$ cat config.mk
export PLATFORM = sky130hd
export DESIGN_NAME = cnt_nb_updown_rot
export DESIGN_NICKNAME = d
export VERILOG_FILES = /design/src/rtl/cnt_pkg.sv /design/src/rtl/cnt_next_val.sv /design/src/rtl/cnt_nb_updown_rot.sv
export SDC_FILE = /design/constraint.sdc
export NUM_CORES = 1
export LEC_CHECK = 0
export BUFFER_PORTS_ARGS = -buffer_cell sky130_fd_sc_hd__clkbuf_2
export CAP_MARGIN = 20
export CORE_UTILIZATION = 39
export DETAILED_ROUTE_END_ITERATION = 12
export GPL_TIMING_DRIVEN = 0
export SLEW_MARGIN = 20
export SYNTH_ARGS = -nofsm -noshare
export SYNTH_HDL_FRONTEND = slang
export SYNTH_SLANG_ARGS = --single-unit
$ cat constraint.sdc
create_clock -name clk -period 5.3 [get_ports clk]
set_input_delay 1.06 -clock clk [delete_from_list [all_inputs] [get_ports clk]]
set_output_delay 1.06 -clock clk [all_outputs]
set_load 0.05 [all_outputs]
$ cat src/rtl/cnt_pkg.sv
// cnt_pkg: mode encodings and all-ones helper shared by the counter files
package cnt_pkg;
  localparam logic [1:0] MODE_COUNT = 2'b00;
  localparam logic [1:0] MODE_LOAD  = 2'b01;
  localparam logic [1:0] MODE_ROR   = 2'b10;
  localparam logic [1:0] MODE_ROL   = 2'b11;
  function automatic logic [31:0] all_ones(input int unsigned w);
    return (w >= 32) ? 32'hFFFF_FFFF : (32'h1 << w) - 32'h1;
  endfunction
endpackage

$ cat src/rtl/cnt_next_val.sv
// cnt_next_val: combinational next value and terminal event for count/load/rotate modes
module cnt_next_val
  import cnt_pkg::*;
#(
  parameter int WIDTH    = 8,
  parameter int SATURATE = 0
) (
  input  logic [WIDTH-1:0] y_i,
  input  logic [1:0]       mode_i,
  input  logic             up_i,
  input  logic             down_i,
  input  logic [WIDTH-1:0] d_in_i,
  input  logic [WIDTH-1:0] term_i,
  output logic [WIDTH-1:0] nxt_o,
  output logic             ev_o
);
  logic inc, dec, top, bot;
  assign inc = up_i & ~down_i;
  assign dec = down_i & ~up_i;
  assign top = y_i >= term_i;
  assign bot = y_i == '0;
  // up/down are only honoured in count mode; load clamps to the terminal, rotates span full width
  always_comb begin
    nxt_o = y_i;
    ev_o  = 1'b0;
    if (mode_i == MODE_COUNT) begin
      if (inc && top) begin
        nxt_o = (SATURATE != 0) ? term_i : '0;
        ev_o  = 1'b1;
      end else if (dec && bot) begin
        nxt_o = (SATURATE != 0) ? '0 : term_i;
        ev_o  = 1'b1;
      end else if (inc) begin
        nxt_o = y_i + WIDTH'(1);
      end else if (dec) begin
        nxt_o = y_i - WIDTH'(1);
      end
    end else if (mode_i == MODE_LOAD) begin
      nxt_o = (d_in_i > term_i) ? term_i : d_in_i;
    end else if (mode_i == MODE_ROR) begin
      nxt_o = {y_i[0], y_i[WIDTH-1:1]};
    end else begin
      nxt_o = {y_i[WIDTH-2:0], y_i[WIDTH-1]};
    end
  end
endmodule

$ cat src/rtl/cnt_nb_updown_rot.sv
// cnt_nb_updown_rot: N-bit up/down/load/rotate register with terminal pulse and limit flags; CNT_TERMINAL_EN adds a runtime terminal port
module cnt_nb_updown_rot
  import cnt_pkg::*;
#(
  parameter int               WIDTH     = 8,
  parameter logic [WIDTH-1:0] SET_VALUE = WIDTH'(all_ones(WIDTH)),
  parameter int               SATURATE  = 0
) (
  input  logic             clk,
  input  logic             reset,
  input  logic             set,
  input  logic             en,
  input  logic             up,
  input  logic             down,
  input  logic [1:0]       rlr,
  input  logic [WIDTH-1:0] d_in,
`ifdef CNT_TERMINAL_EN
  input  logic [WIDTH-1:0] term,
`endif
  output logic [WIDTH-1:0] y_out,
  output logic             term_pulse,
  output logic             at_max,
  output logic             at_min
);
  logic [WIDTH-1:0] y_q, y_d, nxt, terminal;
  logic tp_q, tp_d, ev;
`ifdef CNT_TERMINAL_EN
  assign terminal = term;
`else
  assign terminal = WIDTH'(all_ones(WIDTH));
`endif
  cnt_next_val #(.WIDTH(WIDTH), .SATURATE(SATURATE)) u_next (
    .y_i(y_q), .mode_i(rlr), .up_i(up), .down_i(down),
    .d_in_i(d_in), .term_i(terminal), .nxt_o(nxt), .ev_o(ev)
  );
  // set outranks the enabled mode operation; the event only fires on an enabled mode op
  always_comb begin
    y_d  = set ? SET_VALUE : (en ? nxt : y_q);
    tp_d = ~set & en & ev;
  end
  // register with synchronous reset taking priority over everything
  always_ff @(posedge clk) begin
    if (reset) begin
      y_q  <= '0;
      tp_q <= 1'b0;
    end else begin
      y_q  <= y_d;
      tp_q <= tp_d;
    end
  end
  assign y_out      = y_q;
  assign term_pulse = tp_q;
  assign at_max     = y_q == terminal;
  assign at_min     = y_q == '0;
endmodule

==> out/results.ini, run 1 <==
[outcome]
status = completed

[drt]
drt_pass1_iterations = 4
wl_met1_um = 1140
wirelength_um = 2390
wl_per_cell_um = 14.1
route.met3.wl_um = 92
antenna_left = 0
drtIter0Drc = 14
highest-signal-layer = met4
wl_met2_um = 1130
num_vias = 979
vias_per_cell = 5.79
drc = 0

[clock_network]
cts_buffers = 3
clock_path_buffers = 2
ctsResizeCount = 0
clockRootBuffer = clkbuf_4
path_clk_slew_ps = 60
cts_sinks = 9
postCtsHoldBufs = 0
htreeDepth = 1
post_cts_buffers = 0
clock_latency_ps = 260
tritoncts = yes

[synth]
synth_top_flop_cell = dfxtp_1
muxShareOfSynthArea_pct = 11.6
ys_seq_area_share_pct = 19.2
synth_top_family_by_area = compound AO/OA/AOI/OAI gates
synth_fa_ha_area_share_pct = 14.2
synth_xor_area_share_pct = 6.54
synth_area_leaders = dfxtp_1 19%, ha_1 12%, a21oi_1 6.9%, mux2_2 6.0%, xor2_1 5.6%
ys_types = 38
synth_compound_area_share_pct = 31.2
ys_warn_count = 0
syn_area_per_cell_um2 = 8.44
synth-async-reset-ratio_pct = 0
synth_fp_nets = 137
synthTopCellsByCount = 13 x a21oi_1, 12 x nor2_1, 9 x dfxtp_1, 9 x ha_1, 7 x inv_1
synth_edf_count = 0
syn_inst = 111
yosysTopAreaCell = dfxtp_1
synth_area_um2 = 937
synth_top_area_share_pct = 19.2
ys_ff_latch = 9
yosysMostFrequentCell = a21oi_1
synthSimpleGateAreaFrac_pct = 13.5

[sta]
fin_setup_tns_ps = 0
worst_pin_slew_ps = 463
setup_violations = 0
fin_crit_sh_pct = 53.1
fmax_mhz = 355
slew_headroom_pct = 68.8
post-route-min-period_ps = 2820
final-hold-violation-count = 0
slew_viol_final = 0
clock_skew_ps = 0.997
rsz0062_at_grt = false

[placed_design]
io_buffers = 26
dp_hpwl_um = 1950
globalplace.congestion = 0.816
dp_cells = 165

[worst_setup_path]
path_cells = clkbuf_2 -> inv_1 -> ha_1 -> inv_1 -> ha_1 -> a211oi_1 -> o21bai_1 -> a21oi_1 -> xor2_1 -> a21oi_1
crit_required_ps = 5450
endpoint_kind = flip-flop
arrival_ps = 2960
crit_start = down
cp_max_fo = 9
crit_path_max_incr_delay_ps = 380
r2r_slack_ps = 3380
crit_path_start_kind = primary input
r2r-start = y_out[1]
slowest_stage = a211oi_1
worstSetupPathType = primary input to flip-flop

[global_route]
grt_use_total_pct = 20.9
overflow = 0
antenna_found_initial = 0
grt_pass1_vias = 904
grt_pass1_wl_um = 4110
grt_max_degree = 11

[layout]
n_fill_cell = 223
syn_to_final_growth_pct = 20.4
diodes = 0
drive_above_1_share_pct = 28.4
fin_nets = 168
final_cells = 169

[floorplanning]
ios = 27
chipHeight_um = 51.0
core_um2 = 2230
start_util_pct = 42.0
die_w_um = 51.0
rows = 17
dieArea_um2 = 2600

[worst_hold_path]
hold_start = y_out[2]
hold_class = flip-flop to flip-flop

[pwr]
p_leak_nw = 0.507
power_density_nw_per_um2 = 238
power_w = 0.000269
peakVddDrop_mv = 0.107

[run]
drv_cap = 0

## worst max-delay path: cells and delay by family
family	cells	cell delay (ps)
compound gates	4	800
buf+inv	3	380
xor+xnor	1	210
fa+ha+maj	2	510
## per-stage QoR
stage,util [%],setup WS (ps),hold WS [ps],instance area [um^2]
after floorplan,-,2580,788,937
after global placement,49.4,2250,611,1100
after detailed placement,49.4,2210,611,1100
after CTS,50.5,2470,621,1130
after global routing,50.5,2240,658,1130
final,50.5,2480,628,1130
## path summary, 6_finish.rpt
| check | end | cells past startpoint |
|---|---|---|
| worst min-delay path | y_out[2] | 2 |
| worst max-delay path | y_out[5] | 10 |
| worst min register to register | y_out[2] | 2 |
| worst max register to register | y_out[5] | 6 |
## per-layer routing
metal | vias to the layer above | track usage [%]
li1 | 487 | -
met2 | 30 | 36.4
met1 | 458 | 26.3
met3 | 4 | 1.79
met4 | 0 | 8.33
met5 | - | 0
## cell families (layout without fill, tap and decap cells)
group / Yosys count / count (layout)
AO/OA/AOI/OAI: 42 / 42
AND/OR/NAND/NOR: 25 / 25
adder cells (fa/ha/maj): 10 / 10
multiplexers: 9 / 9
flip-flops: 9 / 9
buffers and inverters: 9 / 39
XOR/XNOR: 7 / 7
## power by group
| part | total (W) | switching, W | leakage, nW | internal, W |
|---|---|---|---|---|
| combinational | 0.000126 | 0.0000764 | 0.417 | 0.0000492 |
| clock | 0.0000541 | 0.0000250 | 0.0150 | 0.0000291 |
| sequential | 0.0000889 | 0.0000148 | 0.0752 | 0.0000741 |
| total | 0.000269 | 0.000116 | 0.507 | 0.000152 |
## placed cells by master (no fill, tap or decap), drive strengths merged, types with 3 or more instances in the layout
cell type	instances
clkbuf	31
a21oi	13
nor2	12
ha	9
dfxtp	9
o21ai	8
inv	7
xor2	6
mux2	5
a211oi	4
mux2i	3
o221ai	3
a31oi	3
## flip-flops by register name (all words and copies together), names as in the netlist
register    flops
y_out           8
term_pulse      1
## area by class of cell
class                           count  area (um^2)  share of cell area [%]
Buffer                              2         8.76                   0.776
Multi-Input combinational cell     93          722                    64.0
Tap cell                           28         35.0                    3.10
Clock buffer                        4         26.3                    2.33
Sequential cell                     9          180                    16.0
Timing Repair Buffer               26          130                    11.5
Inverter                            7         26.3                    2.33
No activity file was read; power rests on OpenSTA's default activity.
==> run 2: changes to the inputs <==
Settings changed: PLACE_DENSITY set to 0.65.
Clock period 5.3 ns to 2.3 ns, I/O delays scaled along.
==> out/results.ini, run 2 (synthesis gave the netlist of run 1 again) <==
[clock_network]
cts_sinks = 9  ; unchanged
post_cts_buffers = 0  ; unchanged
cts_buffers = 3  ; unchanged
clock_path_buffers = 2  ; unchanged
path_clk_slew_ps = 60  ; about the same
tritoncts = yes  ; unchanged
htreeDepth = 1  ; unchanged
ctsResizeCount = 0  ; unchanged
clockRootBuffer = clkbuf_4  ; unchanged
clock_latency_ps = 270  ; was 260 ps
postCtsHoldBufs = 0  ; unchanged

[floorplanning]
die_w_um = 51.0  ; unchanged
ios = 27  ; unchanged
dieArea_um2 = 2600  ; unchanged
start_util_pct = 42.0  ; unchanged
chipHeight_um = 51.0  ; unchanged
rows = 17  ; unchanged
core_um2 = 2230  ; unchanged

[global_route]
grt_pass1_wl_um = 4340  ; was 4110 um
grt_pass1_vias = 949  ; was 904
grt_use_total_pct = 22.1  ; was 20.9%
antenna_found_initial = 0  ; unchanged
overflow = 0  ; unchanged
grt_max_degree = 11  ; unchanged

[pwr]
power.switching_w = 0.000279  ; was 0.000116 W
p_int_w = 0.000355  ; was 0.000152 W
p_leak_nw = 0.509  ; was 0.507 nW
power_density_nw_per_um2 = 556  ; was 238 nW/um^2
peakVddDrop_mv = 0.218  ; was 0.107 mV
power.share.clock_pct = 19.8  ; was 20.1%
p_comb_share_pct = 47.7  ; was 46.8%
seqPwrFrac_pct = 32.5  ; was 33.1%
switching_share_pct = 44.0  ; was 43.3%

[layout]
largest_register_ffs = 8  ; unchanged
final_cell_area_um2 = 1140  ; was 1130 um^2
mostFrequentLayoutCells = 26 x clkbuf_2, 13 x a21oi_1, 12 x nor2_1, 9 x ha_1, 9 x dfxtp_1  ; unchanged
fin_util_pct = 51.0  ; was 50.5%
syn_to_final_growth_pct = 21.5  ; was 20.4%
layout_commonest_cell = clkbuf_2  ; unchanged
fin_nets = 168  ; unchanged
diodes = 0  ; unchanged
drive_above_1_share_pct = 30.5  ; was 28.4%

[drt]
drtIter0Drc = 18  ; was 14
wirelength_um = 2570  ; was 2390 um
drc = 0  ; unchanged
wl_met1_um = 1170  ; was 1140 um
num_vias = 970  ; was 979
vias_per_cell = 5.74  ; was 5.79
drt_pass1_iterations = 4  ; unchanged
antenna_left = 0  ; unchanged
route.met3.wl_um = 94  ; was 92 um
wl_met2_um = 1260  ; was 1130 um
highest-signal-layer = met4  ; unchanged
wl_per_cell_um = 15.2  ; was 14.1 um

[sta]
fin_ws_ps = 232  ; was 2480 ps
slew_headroom_pct = 68.8  ; about the same
hold_ws_ps = 439  ; was 628 ps
rsz0062_at_grt = false  ; unchanged
fmax_mhz = 484
fin_setup_tns_ps = 0  ; unchanged
worst_pin_slew_ps = 464  ; was 463 ps
setup_violations = 0  ; unchanged
clock_skew_ps = 5.86  ; was 0.997 ps
final-hold-violation-count = 0  ; unchanged
post-route-min-period_ps = 2070
fin_crit_sh_pct = 89.9
slew_viol_final = 0  ; unchanged

[placed_design]
post_dp_cell_area_um2 = 1100  ; unchanged
globalplace.congestion = 0.848  ; was 0.816
io_buffers = 26  ; unchanged
pre_cts_slack_ps = -266  ; was 2210 ps
dp_hpwl_um = 2020  ; was 1950 um

[outcome]
status = completed  ; unchanged

[worst_setup_path]
cp_max_fo = 8  ; was 9
crit_path_start_kind = flip-flop  ; was primary input
worstSetupPathType = flip-flop to output pin  ; was primary input to flip-flop
crit_required_ps = 1840  ; was 5450 ps
endpoint_kind = output pin  ; was flip-flop
arrival_ps = 1610  ; was 2960 ps

[run]
drv_cap = 0  ; unchanged

[worst_hold_path]
hold_class = primary input to flip-flop  ; was flip-flop to flip-flop

run 2: layout make-up:
type                            count  area, um^2
Tap cell                           28        35.0
Buffer                              2        8.76
Clock buffer                        4        26.3
Fill cell                         216        1090
Inverter                            7        26.3
Multi-Input combinational cell     93         732
Sequential cell                     9         180
Timing Repair Buffer               26         130
run 2: critical path, cell delays in order, from the launching register on:
cell	delay [ps]
dfxtp_1	390
nor4_1	480
and2_1	200
clkbuf_2	270
run 2: power by group through the flow:
stage | combinational, W | sequential (W) | clock [W]
after floorplan | 0.000175 | 0.000247 | 0
after global placement | 0.000282 | 0.000207 | 0
after detailed placement | 0.000293 | 0.000208 | 0
after CTS | 0.000294 | 0.000204 | 0.000125
after global routing | 0.000336 | 0.000208 | 0.000132
final | 0.000302 | 0.000206 | 0.000126
run 2: worst paths after layout:
kind                    to  cells after the start  slack (ps)      from
setup / recovery    at_min                      3         230  y_out[5]
hold reg to reg   y_out[2]                      2         640  y_out[2]
setup reg to reg  y_out[5]                      6         420  y_out[1]
hold / removal    y_out[2]                      2         440     reset
run 2: per-stage QoR:
stage,total power [W],cells
final,0.000633,169
after global routing,0.000676,169
after CTS,0.000624,169
after detailed placement,0.000501,165
after global placement,0.000489,165
after floorplan,0.000422,111
run 2: per-layer routing:
metal	vias up	GRT usage (%)
li1	484	-
met1	447	26.8
met3	7	1.79
met5	-	0
met2	32	39.7
met4	0	8.33
